<file path="src/rtl/keypad_scanner.sv">
// 4x4 matrix keypad scanner. It drives the columns one at a time and
// samples the rows through a two-flop synchroniser. A press must stay
// stable for DEBOUNCE_TICKS scan ticks before it is accepted, and a
// release must stay stable for the same number of ticks before scanning
// resumes. Each accepted press gives one registered key event.
module keypad_scanner #(
    parameter int TICK_DIV       = 100_000,
    parameter int DEBOUNCE_TICKS = 4
) (
    input  logic       clk,
    input  logic       reset,
    input  logic [3:0] row_n,
    output logic [3:0] col_n,
    output logic [3:0] key_code,
    output logic       key_valid,
    output logic       key_held
);

    localparam int TW = (TICK_DIV > 1) ? $clog2(TICK_DIV) : 1;
    localparam int DW = (DEBOUNCE_TICKS > 1) ? $clog2(DEBOUNCE_TICKS) : 1;
    localparam logic [TW-1:0] TICK_MAX = TW'(TICK_DIV - 1);
    localparam logic [DW-1:0] DEB_MAX  = DW'(DEBOUNCE_TICKS - 1);

    typedef enum logic [1:0] {
        SCAN     = 2'd0,
        DEBOUNCE = 2'd1,
        HOLD     = 2'd2
    } state_t;

    state_t        state_q, state_d;
    logic [TW-1:0] tick_cnt_q, tick_cnt_d;
    logic [3:0]    row_meta_q, row_meta_d;
    logic [3:0]    row_s_q, row_s_d;
    logic [1:0]    col_idx_q, col_idx_d;
    logic [3:0]    col_n_q, col_n_d;
    logic [3:0]    row_lat_q, row_lat_d;
    logic [DW-1:0] deb_cnt_q, deb_cnt_d;
    logic [3:0]    key_code_q, key_code_d;
    logic          key_valid_q, key_valid_d;
    logic          tick;

    // The row with the lowest index that is pulled low selects the key.
    // The rows are active-low, so a 0 bit means a pressed row.
    function automatic logic [3:0] key_map(input logic [3:0] rows_n,
                                           input logic [1:0] col);
        logic [1:0] r;
        if (!rows_n[0])      r = 2'd0;
        else if (!rows_n[1]) r = 2'd1;
        else if (!rows_n[2]) r = 2'd2;
        else                 r = 2'd3;
        case ({r, col})
            4'h0: key_map = 4'h1;  4'h1: key_map = 4'h2;
            4'h2: key_map = 4'h3;  4'h3: key_map = 4'hA;
            4'h4: key_map = 4'h4;  4'h5: key_map = 4'h5;
            4'h6: key_map = 4'h6;  4'h7: key_map = 4'hB;
            4'h8: key_map = 4'h7;  4'h9: key_map = 4'h8;
            4'hA: key_map = 4'h9;  4'hB: key_map = 4'hC;
            4'hC: key_map = 4'hE;  4'hD: key_map = 4'h0;
            4'hE: key_map = 4'hF;  default: key_map = 4'hD;
        endcase
    endfunction

    // Scan-rate divider and the row synchroniser. The tick is high for one
    // clk at the end of each divider period.
    always_comb begin
        tick       = (tick_cnt_q == TICK_MAX);
        tick_cnt_d = tick ? '0 : tick_cnt_q + TW'(1);
        row_meta_d = row_n;
        row_s_d    = row_meta_q;
    end

    // Scan/debounce/hold next-state logic. Nothing advances except on a tick.
    always_comb begin
        state_d     = state_q;
        col_idx_d   = col_idx_q;
        row_lat_d   = row_lat_q;
        deb_cnt_d   = deb_cnt_q;
        key_code_d  = key_code_q;
        key_valid_d = 1'b0;
        if (tick) begin
            case (state_q)
                SCAN: begin
                    if (row_s_q == 4'b1111) begin
                        col_idx_d = col_idx_q + 2'd1;
                    end else begin
                        row_lat_d = row_s_q;
                        deb_cnt_d = '0;
                        state_d   = DEBOUNCE;
                    end
                end
                DEBOUNCE: begin
                    if (row_s_q != row_lat_q) begin
                        state_d = SCAN;
                    end else if (deb_cnt_q == DEB_MAX) begin
                        key_code_d  = key_map(row_lat_q, col_idx_q);
                        key_valid_d = 1'b1;
                        deb_cnt_d   = '0;
                        state_d     = HOLD;
                    end else begin
                        deb_cnt_d = deb_cnt_q + DW'(1);
                    end
                end
                HOLD: begin
                    // A change in the row pattern while a key is held only
                    // restarts the release count. It never starts a new event.
                    if (row_s_q != 4'b1111) begin
                        deb_cnt_d = '0;
                    end else if (deb_cnt_q == DEB_MAX) begin
                        deb_cnt_d = '0;
                        col_idx_d = col_idx_q + 2'd1;
                        state_d   = SCAN;
                    end else begin
                        deb_cnt_d = deb_cnt_q + DW'(1);
                    end
                end
                default: state_d = SCAN;
            endcase
        end
        col_n_d = ~(4'b0001 << col_idx_d);
    end

    // All state registers. Reset has priority over every other action.
    always_ff @(posedge clk) begin
        if (reset) begin
            state_q     <= SCAN;
            tick_cnt_q  <= '0;
            row_meta_q  <= 4'b1111;
            row_s_q     <= 4'b1111;
            col_idx_q   <= 2'd0;
            col_n_q     <= 4'b1110;
            row_lat_q   <= 4'b1111;
            deb_cnt_q   <= '0;
            key_code_q  <= 4'h0;
            key_valid_q <= 1'b0;
        end else begin
            state_q     <= state_d;
            tick_cnt_q  <= tick_cnt_d;
            row_meta_q  <= row_meta_d;
            row_s_q     <= row_s_d;
            col_idx_q   <= col_idx_d;
            col_n_q     <= col_n_d;
            row_lat_q   <= row_lat_d;
            deb_cnt_q   <= deb_cnt_d;
            key_code_q  <= key_code_d;
            key_valid_q <= key_valid_d;
        end
    end

    assign col_n     = col_n_q;
    assign key_code  = key_code_q;
    assign key_valid = key_valid_q;
    assign key_held  = (state_q == HOLD);

endmodule

</file>
<file path="config.mk">
export PLATFORM = sky130hd
export DESIGN_NAME = keypad_scanner
export DESIGN_NICKNAME = d
export VERILOG_FILES = /design/src/rtl/keypad_scanner.sv
export SDC_FILE = /design/constraint.sdc
export NUM_CORES = 1
export LEC_CHECK = 0
export CAP_MARGIN = 10
export CORE_MARGIN = 5
export CORE_UTILIZATION = 57
export DETAILED_ROUTE_END_ITERATION = 8
export GPL_ROUTABILITY_DRIVEN = 0
export GPL_TIMING_DRIVEN = 0
export PLACE_DENSITY = 0.88
export SLEW_MARGIN = 30
export SYNTH_ARGS = -nofsm -noshare
export SYNTH_HDL_FRONTEND = slang
export SYNTH_SLANG_ARGS = --single-unit
</file>
<file path="constraint.sdc">
create_clock -name clk -period 2.9 [get_ports clk]
set_input_delay 0.58 -clock clk [delete_from_list [all_inputs] [get_ports clk]]
set_output_delay 0.58 -clock clk [all_outputs]
set_load 0.02 [all_outputs]
</file>
==> metrics.log, run 1 <==
[metrics] register cell area after layout: 881 µm²
[metrics] Setup Skew: 0.00590 ns
[metrics] sum of negative setup slack: 0 ns
[metrics] grt total ovfl: 0
[metrics] number of enable-type register cells in the synthesized netlist: 0
[metrics] antenna cell count: 0
[metrics] maximum vdd drop: roughly 330 µV
[metrics] Arrival @ worst endpoint: 2.73 ns
[metrics] worst reg2reg startpoint: tick_cnt_q[11]
[metrics] clock buffer depth: 2
[metrics] Peak Freq: 0.402 GHz
[metrics] clock slew at reported path FFs: 0.12 ns
[metrics] outcome: finished clean
[metrics] share of power burned in registers: 64.2%
[metrics] cell at the slowest stage of the critical path: sky130_fd_sc_hd__or4b_4
[metrics] capture instance of the worst register-to-register path: col_n[1]
[metrics] static power due to leakage: 0.856 nW
[metrics] average size of a mapped cell: ~8.9 µm²
[metrics] library cell occupying the most area in the post-synthesis netlist: sky130_fd_sc_hd__dfxtp_1
[metrics] actual transition at the worst max-transition pin: 0.637 ns
[metrics] via total after detailed routing: 1,597
[metrics] CP max FO: 6
[metrics] Worst Path Required: 3.14 ns
[metrics] Inserted Clock Buffers: 5
[metrics] area share of the largest cell type after synthesis: between 40% and 50%
[metrics] kind of start point of the critical path: flop
[metrics] endpoint type of the worst setup path: flop
[metrics] switching power: 220 µW
[metrics] core box area: 3420 µm²
[metrics] sequential fraction of the synthesis area: between 40% and 50%
[metrics] top area cells in the synthesized netlist: sky130_fd_sc_hd__dfxtp_1 43%, sky130_fd_sc_hd__xor2_1 6.4%, sky130_fd_sc_hd__ha_1 5.5%, sky130_fd_sc_hd__nor2_1 4.6%, sky130_fd_sc_hd__nand2_1 4.2%
[metrics] final-report hold violation count: 0
[metrics] total area of multi-input combinational cells: 1090 µm²
[metrics] initial antenna violation count: 0
[metrics] peak per-stage delay on the critical path: approximately 0.56 ns
[metrics] final routed wire length divided by cell count: 12.0 µm
[metrics] dominant synthesized flop cell: sky130_fd_sc_hd__dfxtp_1
[metrics] final critical delay including setup and external delays: 2.49 ns
[metrics] family with the most delay on the worst path: simple AND/OR/NAND/NOR gates
[metrics] cells on worst reg2reg path: 5
[metrics] number of top-level pins: 16
[metrics] via density per instance: 5.36
[metrics] synthesis warning total: 0
[metrics] CP Class: flop to flop
[metrics] CTS H-Tree Depth: 2
[metrics] Relative slew margins: a little under three fifths
[metrics] total instance count after detailed placement: 290
[metrics] Mapped Nets: roughly 240
[metrics] # nets final: between 200 and 300
[metrics] total global routing track utilization: about 16%
[metrics] power density cells: 417 nW/µm²
[metrics] worst setup path endpoint: col_n[1]
[metrics] RSZ-0062 raised after global routing: no
[metrics] post-synthesis cell type count: 44
[metrics] area of the mapped netlist: slightly above 2000 µm²
[metrics] Placement Rows: 21
[metrics] crit path from: tick_cnt_q[11]
[metrics] internal power: 745 µW
[metrics] Tcrit/Tclk final: 85.8%
[metrics] Cell Chain, Critical Path: or4b_4, or4_4, nor3_4, nor2_1, or4_1
[metrics] total buffers and inverters traversed by the critical path: 0
[metrics] async set-or-reset flop fraction in the synthesized netlist: 0%
[metrics] total half-perimeter wirelength after legalization and detailed placement: 2550 µm
[metrics] Final Slew Violations: 0
[metrics] quantity of I/O buffers inserted on ports: 15
[metrics] fraction of layout instances using a drive strength above 1: 9.92%
[metrics] reg-to-reg setup timing slack: 0.41 ns
[metrics] part of the power in the clock network: 31.8%
[metrics] Horiz. Die Dim: between 60 and 70 µm
[metrics] post-detailed-route count of antenna-violating nets: 0
[metrics] vertical extent of the die: 69.9 µm
[metrics] drt total wl: approximately 3600 µm
[metrics] flip-flop and latch count after synthesis: 44
[metrics] count of routing violations after the opening detailed-route iteration: 122
[metrics] switching portion of total power: 22.8%
[metrics] effective utilization at floorplan: 59.9%
[metrics] clock latency on the worst-skew pair: 0.36 ns
[metrics] detailed-router iteration count before antenna repair: 4
[metrics] Hold WC Path Type: flop to flop
[metrics] global-route wire length before repair: 6290 µm
[metrics] area overhead of the layout relative to synthesis: 13.2%
[metrics] number of setup violations in the final report: 0
[metrics] Clock Sink Count: 44
[metrics] number of maximum-capacitance constraint violations: 0
[metrics] # DRC: 0
[metrics] clock tree root driver cell: sky130_fd_sc_hd__clkbuf_4
[metrics] critical path depth: 5
[metrics] count of fill cells added during filler insertion: 280
[metrics] number of standard cells in the layout, taps in and fillers out: roughly 300
[metrics] CTS hold repair buffers: 0
[metrics] Synth Instances: 229
[metrics] floorplan die area: 4880 µm²
[metrics] pin count of the biggest net entering global routing: 14
[metrics] via count of the first global-routing pass: 1,375
[metrics] number of gates resized after cts: 0
[metrics] number of post-CTS setup repair buffers: 0
[metrics] TritonCTS clock tree: yes
[metrics] combinational share of power: 4.0%
worst min-delay path by stage:
stage                              from         end  cells past startpoint  slack [ns]
final                     row_meta_q[0]  row_s_q[0]                      1        0.42
after global routing      row_meta_q[0]  row_s_q[0]                      1        0.43
after CTS                 row_meta_q[2]  row_s_q[2]                      1        0.43
after detailed placement  row_meta_q[2]  row_s_q[2]                      1        0.40
after global placement    row_meta_q[1]  row_s_q[1]                      1        0.39
after floorplan           row_meta_q[0]  row_s_q[0]                      1        0.39
state kept, by name, summed over array words and instances (netlist names):
register,flops
tick_cnt_q,17
col_n,4
row_lat_q,4
col_idx_q,2
key_code,4
row_meta_q,4
deb_cnt_q,2
key_valid,1
state_q,2
row_s_q,4
synthesized netlist by cell type, types with 3 or more instances:
| cell | instances |
|---|---|
| sky130_fd_sc_hd__a21oi_1 | 12 |
| sky130_fd_sc_hd__a31oi_1 | 3 |
| sky130_fd_sc_hd__and3_1 | 4 |
| sky130_fd_sc_hd__clkbuf_1 | 8 |
| sky130_fd_sc_hd__dfxtp_1 | 44 |
| sky130_fd_sc_hd__ha_1 | 9 |
| sky130_fd_sc_hd__inv_1 | 10 |
| sky130_fd_sc_hd__mux2i_1 | 7 |
| sky130_fd_sc_hd__nand2_1 | 23 |
| sky130_fd_sc_hd__nand3_1 | 8 |
| sky130_fd_sc_hd__nand4_1 | 7 |
| sky130_fd_sc_hd__nor2_1 | 25 |
| sky130_fd_sc_hd__o21ai_0 | 6 |
| sky130_fd_sc_hd__or2_2 | 9 |
| sky130_fd_sc_hd__or3_1 | 3 |
| sky130_fd_sc_hd__xor2_1 | 15 |
through the flow:
stage          power [mW]  setup WS, ns  instance area (µm²)  hold WS, ns  util [%]
2_1_floorplan       0.657         0.582                 2040        0.389         -
3_3_place_gp        0.671         0.465                 2250        0.391      65.9
3_5_place_dp        0.672         0.449                 2250        0.397      65.9
4_1_cts             0.979         0.415                 2310        0.425      67.7
5_1_grt              1.02         0.213                 2310        0.434      67.7
6_report            0.965         0.413                 2310        0.422      67.7
power by group through the flow:
stage / combinational (mW) / sequential, mW / clock, mW
3_3_place_gp: 0.0382 / 0.632 / 0
2_1_floorplan: 0.0255 / 0.631 / 0
4_1_cts: 0.0390 / 0.619 / 0.321
6_report: 0.0388 / 0.619 / 0.307
5_1_grt: 0.0437 / 0.621 / 0.351
3_5_place_dp: 0.0389 / 0.633 / 0
logic make-up after synthesis:
kind of cell,share of synthesized area (%)
AOI/OAI and AO/OA,9.85
xor gates and xnor gates,7.28
adders and majority gates,5.51
buffers and inverters,3.55
DFF,43.1
muxes,3.98
and+or+nand+nor,26.7
worst register-to-register path, cell delays in order (launching register included):
cell                      delay (ns)
sky130_fd_sc_hd__dfxtp_1        0.39
sky130_fd_sc_hd__or4b_4         0.56
sky130_fd_sc_hd__or4_4          0.56
sky130_fd_sc_hd__nor3_4         0.26
sky130_fd_sc_hd__nor2_1         0.09
sky130_fd_sc_hd__or4_1          0.51
metal layers:
layer / vias to the layer above / GRT usage (%) / routed length [µm]
li1: 833 / - / -
met1: 726 / 20.7 / 1760
met2: 31 / 23.5 / 1560
met3: 7 / 5.45 / 175
met4: 0 / 7.66 / 76
met5: - / 0 / 0
cell usage in the layout, fill, tap and decap left out, drive strengths merged, types with 9 or more instances in the layout:
cell type | netlist | layout
clkdlybuf4s50 | 0 | 15
xor2 | 15 | 15
or2 | 9 | 9
nor2 | 25 | 25
a21oi | 12 | 12
clkbuf | 8 | 14
ha | 9 | 9
nand2 | 23 | 23
dfxtp | 44 | 44
inv | 10 | 10
cell type report:
| class | count | area share (%) |
|---|---|---|
| plain buffers | 9 | 1.51 |
| clock buffers | 6 | 2.22 |
| clock inverters | 2 | 0.433 |
| inverters | 10 | 1.62 |
| multi-input cells | 166 | 47.2 |
| flip-flops and latches | 44 | 38.1 |
| well taps | 46 | 2.49 |
| repair buffers | 15 | 6.49 |
Note: power is estimated with default switching activity, not from simulation.
==> run 2, diff against run 1 <==
--- a/config.mk
+++ b/config.mk
@@ -12,5 +12,5 @@
 export GPL_ROUTABILITY_DRIVEN = 0
 export GPL_TIMING_DRIVEN = 0
-export PLACE_DENSITY = 0.88
+export PLACE_DENSITY = 0.78
 export SLEW_MARGIN = 30
 export SYNTH_ARGS = -nofsm -noshare
==> constraint.sdc (replaced) <==
create_clock -name clk -period 2.9 [get_ports clk]
set_input_delay 0.58 -clock clk [delete_from_list [all_inputs] [get_ports clk]]
set_output_delay 0.58 -clock clk [all_outputs]
set_load 0.05 [all_outputs]
==> metrics.log, run 2 (same netlist as run 1, synthesis figures left out) <==
[metrics] combinational share of power: 3.6% (was 4.0%)
[metrics] clock tree root driver cell: sky130_fd_sc_hd__clkbuf_4 (unchanged)
[metrics] final routed wire length divided by cell count: 12.6 µm (was 12.0 µm)
[metrics] power density cells: 455 nW/µm² (was 417 nW/µm²)
[metrics] max reg flops: 17 (unchanged)
[metrics] register with the most flip-flops: tick_cnt_q (unchanged)
[metrics] Worst Path Required: 2.32 ns (was 3.14 ns)
[metrics] kind of start point of the critical path: flop (unchanged)
[metrics] overall power of the completed layout: 1.07 mW (was 965 µW)
[metrics] floorplan die area: 4880 µm² (unchanged)
[metrics] Horiz. Die Dim: 69.9 µm (unchanged)
[metrics] final critical delay including setup and external delays: 2.56 ns (was 2.49 ns)
[metrics] effective utilization at floorplan: 59.9% (unchanged)
[metrics] CTS H-Tree Depth: 2 (unchanged)
[metrics] sum of negative setup slack: 0 ns (unchanged)
[metrics] via total after detailed routing: 1,589 (was 1,597)
[metrics] TritonCTS clock tree: yes (unchanged)
[metrics] global-route wire length before repair: 6620 µm (was 6290 µm)
[metrics] CP max FO: 6 (unchanged)
[metrics] total global routing track utilization: 16.5% (was 15.9%)
[metrics] Inserted Clock Buffers: 5 (unchanged)
[metrics] actual transition at the worst max-transition pin: 0.643 ns (was 0.637 ns)
[metrics] clock latency on the worst-skew pair: 0.36 ns (about the same)
[metrics] Arrival @ worst endpoint: 1.98 ns (was 2.73 ns)
[metrics] count of routing violations after the opening detailed-route iteration: 146 (was 122)
[metrics] via density per instance: 5.33 (was 5.36)
[metrics] most common cell after layout, fill and taps aside: sky130_fd_sc_hd__dfxtp_1 (unchanged)
[metrics] static power due to leakage: 0.866 nW (was 0.856 nW)
[metrics] switching power: 229 µW (was 220 µW)
[metrics] internal power: 837 µW (was 745 µW)
[metrics] Placement Rows: 21 (unchanged)
[metrics] core box area: 3420 µm² (unchanged)
[metrics] part of the power in the clock network: 38.2% (was 31.8%)
[metrics] drt total wl: 3770 µm (was 3580 µm)
[metrics] grt total ovfl: 0 (unchanged)
[metrics] Setup Skew: 0.0165 ns (was 0.00590 ns)
[metrics] quantity of I/O buffers inserted on ports: 15 (unchanged)
[metrics] top library cells by usage in the layout, fill and taps aside: 44 x sky130_fd_sc_hd__dfxtp_1, 25 x sky130_fd_sc_hd__nor2_1, 23 x sky130_fd_sc_hd__nand2_1, 15 x sky130_fd_sc_hd__xor2_1, 15 x sky130_fd_sc_hd__clkdlybuf4s50_1 (unchanged)
[metrics] # nets final: 266 (unchanged)
[metrics] clock slew at reported path FFs: 0.13 ns (was 0.12 ns)
[metrics] clock buffer depth: 2 (unchanged)
[metrics] Hold WC Path Type: flop to flop (unchanged)
[metrics] fraction of layout instances using a drive strength above 1: 9.92% (unchanged)
[metrics] total half-perimeter wirelength after legalization and detailed placement: 2800 µm (was 2550 µm)
[metrics] Final Slew Violations: 0 (unchanged)
[metrics] pin count of the biggest net entering global routing: 15 (was 14)
[metrics] share of power burned in registers: 58.2% (was 64.2%)
[metrics] final-report hold violation count: 0 (unchanged)
[metrics] number of gates resized after cts: 0 (unchanged)
[metrics] Relative slew margins: 56.8% (was 57.1%)
[metrics] # DRC: 0 (unchanged)
[metrics] CP Class: flop to output port (was flop to flop)
[metrics] Clock Sink Count: 44 (unchanged)
[metrics] initial antenna violation count: 0 (unchanged)
[metrics] switching portion of total power: 21.5% (was 22.8%)
[metrics] maximum vdd drop: 319 µV (was 326 µV)
[metrics] outcome: finished clean (unchanged)
[metrics] number of post-CTS setup repair buffers: 0 (unchanged)
[metrics] post-detailed-route count of antenna-violating nets: 0 (unchanged)
[metrics] Tcrit/Tclk final: 88.2% (was 85.8%)
[metrics] vertical extent of the die: 69.9 µm (unchanged)
[metrics] area overhead of the layout relative to synthesis: 14.6% (was 13.2%)
[metrics] number of top-level pins: 16 (unchanged)
[metrics] detailed-router iteration count before antenna repair: 4 (unchanged)
[metrics] antenna cell count: 0 (unchanged)
[metrics] endpoint type of the worst setup path: output port (was flop)
[metrics] via count of the first global-routing pass: 1,466 (was 1,375)
[metrics] CTS hold repair buffers: 0 (unchanged)
[metrics] Peak Freq: 0.391 GHz (was 0.402 GHz)
[metrics] number of maximum-capacitance constraint violations: 0 (unchanged)
[metrics] number of setup violations in the final report: 0 (unchanged)
[metrics] RSZ-0062 raised after global routing: no (unchanged)
[run 2: worst max-delay path, stage by stage (launching register included)]
cell,delay (ns)
sky130_fd_sc_hd__dfxtp_1,0.35
sky130_fd_sc_hd__inv_1,0.09
sky130_fd_sc_hd__ha_1,0.32
sky130_fd_sc_hd__clkdlybuf4s50_1,0.86
[run 2: area by class of cell]
cell class	instances	area, µm²
multi-input combinational	166	1090
tap	46	57.6
timing repair buffer	15	150
sequential	44	881
clock buffer	6	51.3
fill	290	1070
buffer	9	35.0
clock inverter	2	38.8
inverter	10	37.5
[run 2: metal layers]
metal	GRT usage [%]	wire length, µm
met1	23.0	1870
met2	25.0	1680
met3	4.30	160
met4	5.11	53
met5	0	0
[run 2: path summary, 6_finish.rpt]
path	startpoint	to	slack (ns)	cells past startpoint
worst max-delay path	state_q[0]	key_held	0.34	3
worst min-delay path	row_meta_q[1]	row_s_q[1]	0.42	1
worst max register to register	tick_cnt_q[0]	col_n[1]	0.41	6
worst min register to register	row_meta_q[1]	row_s_q[1]	0.42	1
[run 2: power groups by stage]
stage	logic [mW]	clock network (mW)	registers, mW
finish	0.0389	0.407	0.620
global route	0.0434	0.446	0.622
CTS	0.0392	0.417	0.620
detailed placement	0.0389	0	0.633
global placement	0.0384	0	0.633
floorplan	0.0255	0	0.631
[run 2: through the flow]
stage	setup WS (ns)	cells	util (%)	area, µm²	hold WS, ns
after floorplan	0.582	229	-	2040	0.389
after global placement	0.475	290	65.9	2250	0.391
after detailed placement	0.441	290	65.9	2250	0.395
after CTS	0.325	298	68.6	2340	0.426
after global routing	0.237	298	68.6	2340	0.440
final	0.343	298	68.6	2340	0.424
==> run 3, diff against run 2 <==
CORE_UTILIZATION = 33   (was 57)
PLACE_DENSITY = unset   (was 0.78)
SLEW_MARGIN = 40   (was 30)
==> metrics.log, run 3 (same netlist as run 1, synthesis figures left out) <==
[metrics] outcome: finished clean (unchanged)
[metrics] Setup Skew: 0.0125 ns (was 0.0165 ns)
[metrics] core box area: 5960 µm² (was 3420 µm²)
[metrics] Inserted Clock Buffers: 5 (unchanged)
[metrics] peak per-stage delay on the critical path: 0.57 ns (was 0.86 ns)
[metrics] most common cell after layout, fill and taps aside: sky130_fd_sc_hd__dfxtp_1 (unchanged)
[metrics] worst hold stages: 1 (unchanged)
[metrics] detailed-router iteration count before antenna repair: 4 (unchanged)
[metrics] via count of the first global-routing pass: 1,451 (was 1,466)
[metrics] CTS hold repair buffers: 0 (unchanged)
[metrics] Cell Chain, Critical Path: or4b_4, nor4_1, a21oi_1, a21o_1, or4_1 (was inv_1, ha_1, clkdlybuf4s50_1)
[metrics] number of post-CTS setup repair buffers: 0 (unchanged)
[metrics] count of routing violations after the opening detailed-route iteration: 74 (was 146)
[metrics] Arrival @ worst endpoint: 2.65 ns (was 1.98 ns)
[metrics] overall power of the completed layout: 1.15 mW (was 1.07 mW)
[metrics] antenna cell count: 0 (unchanged)
[metrics] number of top-level pins: 16 (unchanged)
[metrics] register with the most flip-flops: tick_cnt_q (unchanged)
[metrics] Relative slew margins: 56.9% (was 56.8%)
[metrics] hold_ws: 0.412 ns (was 0.424 ns)
[metrics] total global routing track utilization: 10.9% (was 16.5%)
[metrics] clock buffer depth: 2 (unchanged)
[metrics] CTS H-Tree Depth: 2 (unchanged)
[metrics] CP max FO: 6 (unchanged)
[metrics] number of maximum-capacitance constraint violations: 0 (unchanged)
[metrics] family with the most delay on the worst path: simple AND/OR/NAND/NOR gates (was buffers and inverters)
[metrics] Placement Rows: 28 (was 21)
[metrics] max reg flops: 17 (unchanged)
[metrics] cell at the slowest stage of the critical path: sky130_fd_sc_hd__nor4_1 (was sky130_fd_sc_hd__clkdlybuf4s50_1)
[metrics] capture instance of the worst register-to-register path: col_n[1] (unchanged)
[metrics] # DRC: 0 (unchanged)
[metrics] endpoint type of the worst setup path: flop (was output port)
[metrics] maximum vdd drop: 340 µV (was 319 µV)
[metrics] pin count of the biggest net entering global routing: 15 (unchanged)
[metrics] drt total wl: 3880 µm (was 3770 µm)
[metrics] Horiz. Die Dim: 88.7 µm (was 69.9 µm)
[metrics] via total after detailed routing: 1,588 (was 1,589)
[metrics] global-route wire length before repair: 6720 µm (was 6620 µm)
[metrics] hold path endpoint: row_s_q[3] (was row_s_q[1])
[metrics] Tcrit/Tclk final: 85.6% (was 88.2%)
[metrics] number of setup violations in the final report: 0 (unchanged)
[metrics] actual transition at the worst max-transition pin: 0.640 ns (was 0.643 ns)
[metrics] clock latency on the worst-skew pair: 0.30 ns (was 0.36 ns)
[metrics] # nets final: 266 (unchanged)
[metrics] kind of start point of the critical path: flop (unchanged)
[metrics] total buffers and inverters traversed by the critical path: 0 (was 2)
[metrics] via density per instance: 4.86 (was 5.33)
[metrics] worst reg2reg startpoint: tick_cnt_q[11] (was tick_cnt_q[0])
[metrics] area overhead of the layout relative to synthesis: 17.9% (was 14.6%)
[metrics] static power due to leakage: 0.879 nW (was 0.866 nW)
[metrics] clock tree root driver cell: sky130_fd_sc_hd__clkbuf_8 (was sky130_fd_sc_hd__clkbuf_4)
[metrics] power density cells: 477 nW/µm² (was 455 nW/µm²)
[metrics] Finished Cell Area: 2410 µm² (was 2340 µm²)
[metrics] RSZ-0062 raised after global routing: no (unchanged)
[metrics] final-report hold violation count: 0 (unchanged)
[metrics] final routed wire length divided by cell count: 11.9 µm (was 12.6 µm)
[metrics] Peak Freq: 0.403 GHz (was 0.391 GHz)
[metrics] grt total ovfl: 0 (unchanged)
[metrics] final standard cell utilization of the core: 40.5% (was 68.6%)
[metrics] CP Class: flop to flop (was flop to output port)
[metrics] initial antenna violation count: 0 (unchanged)
[metrics] clock slew at reported path FFs: 0.08 ns (was 0.13 ns)
[metrics] vertical extent of the die: 88.7 µm (was 69.9 µm)
[metrics] post-detailed-route count of antenna-violating nets: 0 (unchanged)
[metrics] fraction of layout instances using a drive strength above 1: 9.92% (unchanged)
[metrics] top library cells by usage in the layout, fill and taps aside: 44 x sky130_fd_sc_hd__dfxtp_1, 25 x sky130_fd_sc_hd__nor2_1, 23 x sky130_fd_sc_hd__nand2_1, 15 x sky130_fd_sc_hd__xor2_1, 15 x sky130_fd_sc_hd__clkdlybuf4s50_1 (unchanged)
[metrics] final critical delay including setup and external delays: 2.48 ns (was 2.56 ns)
[metrics] Hold WC Path Type: flop to flop (unchanged)
[metrics] number of gates resized after cts: 0 (unchanged)
[metrics] reg-to-reg setup timing slack: 0.42 ns (was 0.41 ns)
[metrics] Hold Crit Start: row_meta_q[3] (was row_meta_q[1])
[metrics] TritonCTS clock tree: yes (unchanged)
[metrics] total half-perimeter wirelength after legalization and detailed placement: 2850 µm (was 2800 µm)
[metrics] sum of negative setup slack: 0 ns (unchanged)
[metrics] cells on worst reg2reg path: 5 (was 6)
[metrics] Clock Sink Count: 44 (unchanged)
[metrics] Worst Path Required: 3.06 ns (was 2.32 ns)
[metrics] Final Slew Violations: 0 (unchanged)
[metrics] floorplan die area: 7870 µm² (was 4880 µm²)
[metrics] effective utilization at floorplan: 34.3% (was 59.9%)
[metrics] quantity of I/O buffers inserted on ports: 15 (unchanged)
[metrics] area of placed instances: 2290 µm² (was 2250 µm²)
## run 3: worst reg2reg max path: cells and delay by family (launching register included)
family	cells	cell delay, ns
AOI/OAI and AO/OA	2	0.46
DFF	1	0.37
and+or+nand+nor	3	1.53
## run 3: final cells by class
class / count / area, µm²
Timing Repair Buffer: 15 / 150
Multi-Input combinational cell: 166 / 1090
Buffer: 9 / 35.0
Sequential cell: 44 / 881
Clock inverter: 2 / 38.8
Fill cell: 617 / 3550
Tap cell: 75 / 93.8
Inverter: 10 / 37.5
Clock buffer: 6 / 82.6
## run 3: metal layers
metal  routed length [µm]  GRT usage, %  part of all wire, %
met3                  153          2.33                  3.9
met4                   82          4.53                  2.1
met2                 1720          16.9                   44
met5                    0             0                    0
met1                 1920          14.7                   50
## run 3: metrics by stage
step                      instances  worst slack, ns
after floorplan                 229            0.582
after global placement          319            0.430
after detailed placement        319            0.416
after CTS                       327            0.389
after global routing            327            0.196
final                           327            0.419
## run 3: worst max path at each step
| stage | start | to | slack, ns | cells after the start |
|---|---|---|---|---|
| floorplan | tick_cnt_q[11] | col_n[1] | 0.58 | 5 |
| global placement | tick_cnt_q[11] | col_n[1] | 0.43 | 5 |
| detailed placement | tick_cnt_q[0] | key_code[2] | 0.42 | 6 |
| CTS | tick_cnt_q[0] | key_code[2] | 0.39 | 6 |
| global route | tick_cnt_q[0] | col_n[1] | 0.20 | 6 |
| finish | tick_cnt_q[11] | col_n[1] | 0.42 | 5 |
## run 3: report_power, final
group | switching [mW] | total [mW] | leakage (nW) | internal [mW]
combinational | 0.0227 | 0.0396 | 0.460 | 0.0169
sequential | 0.00682 | 0.619 | 0.357 | 0.612
clock | 0.210 | 0.492 | 0.0614 | 0.282
total | 0.240 | 1.15 | 0.879 | 0.911
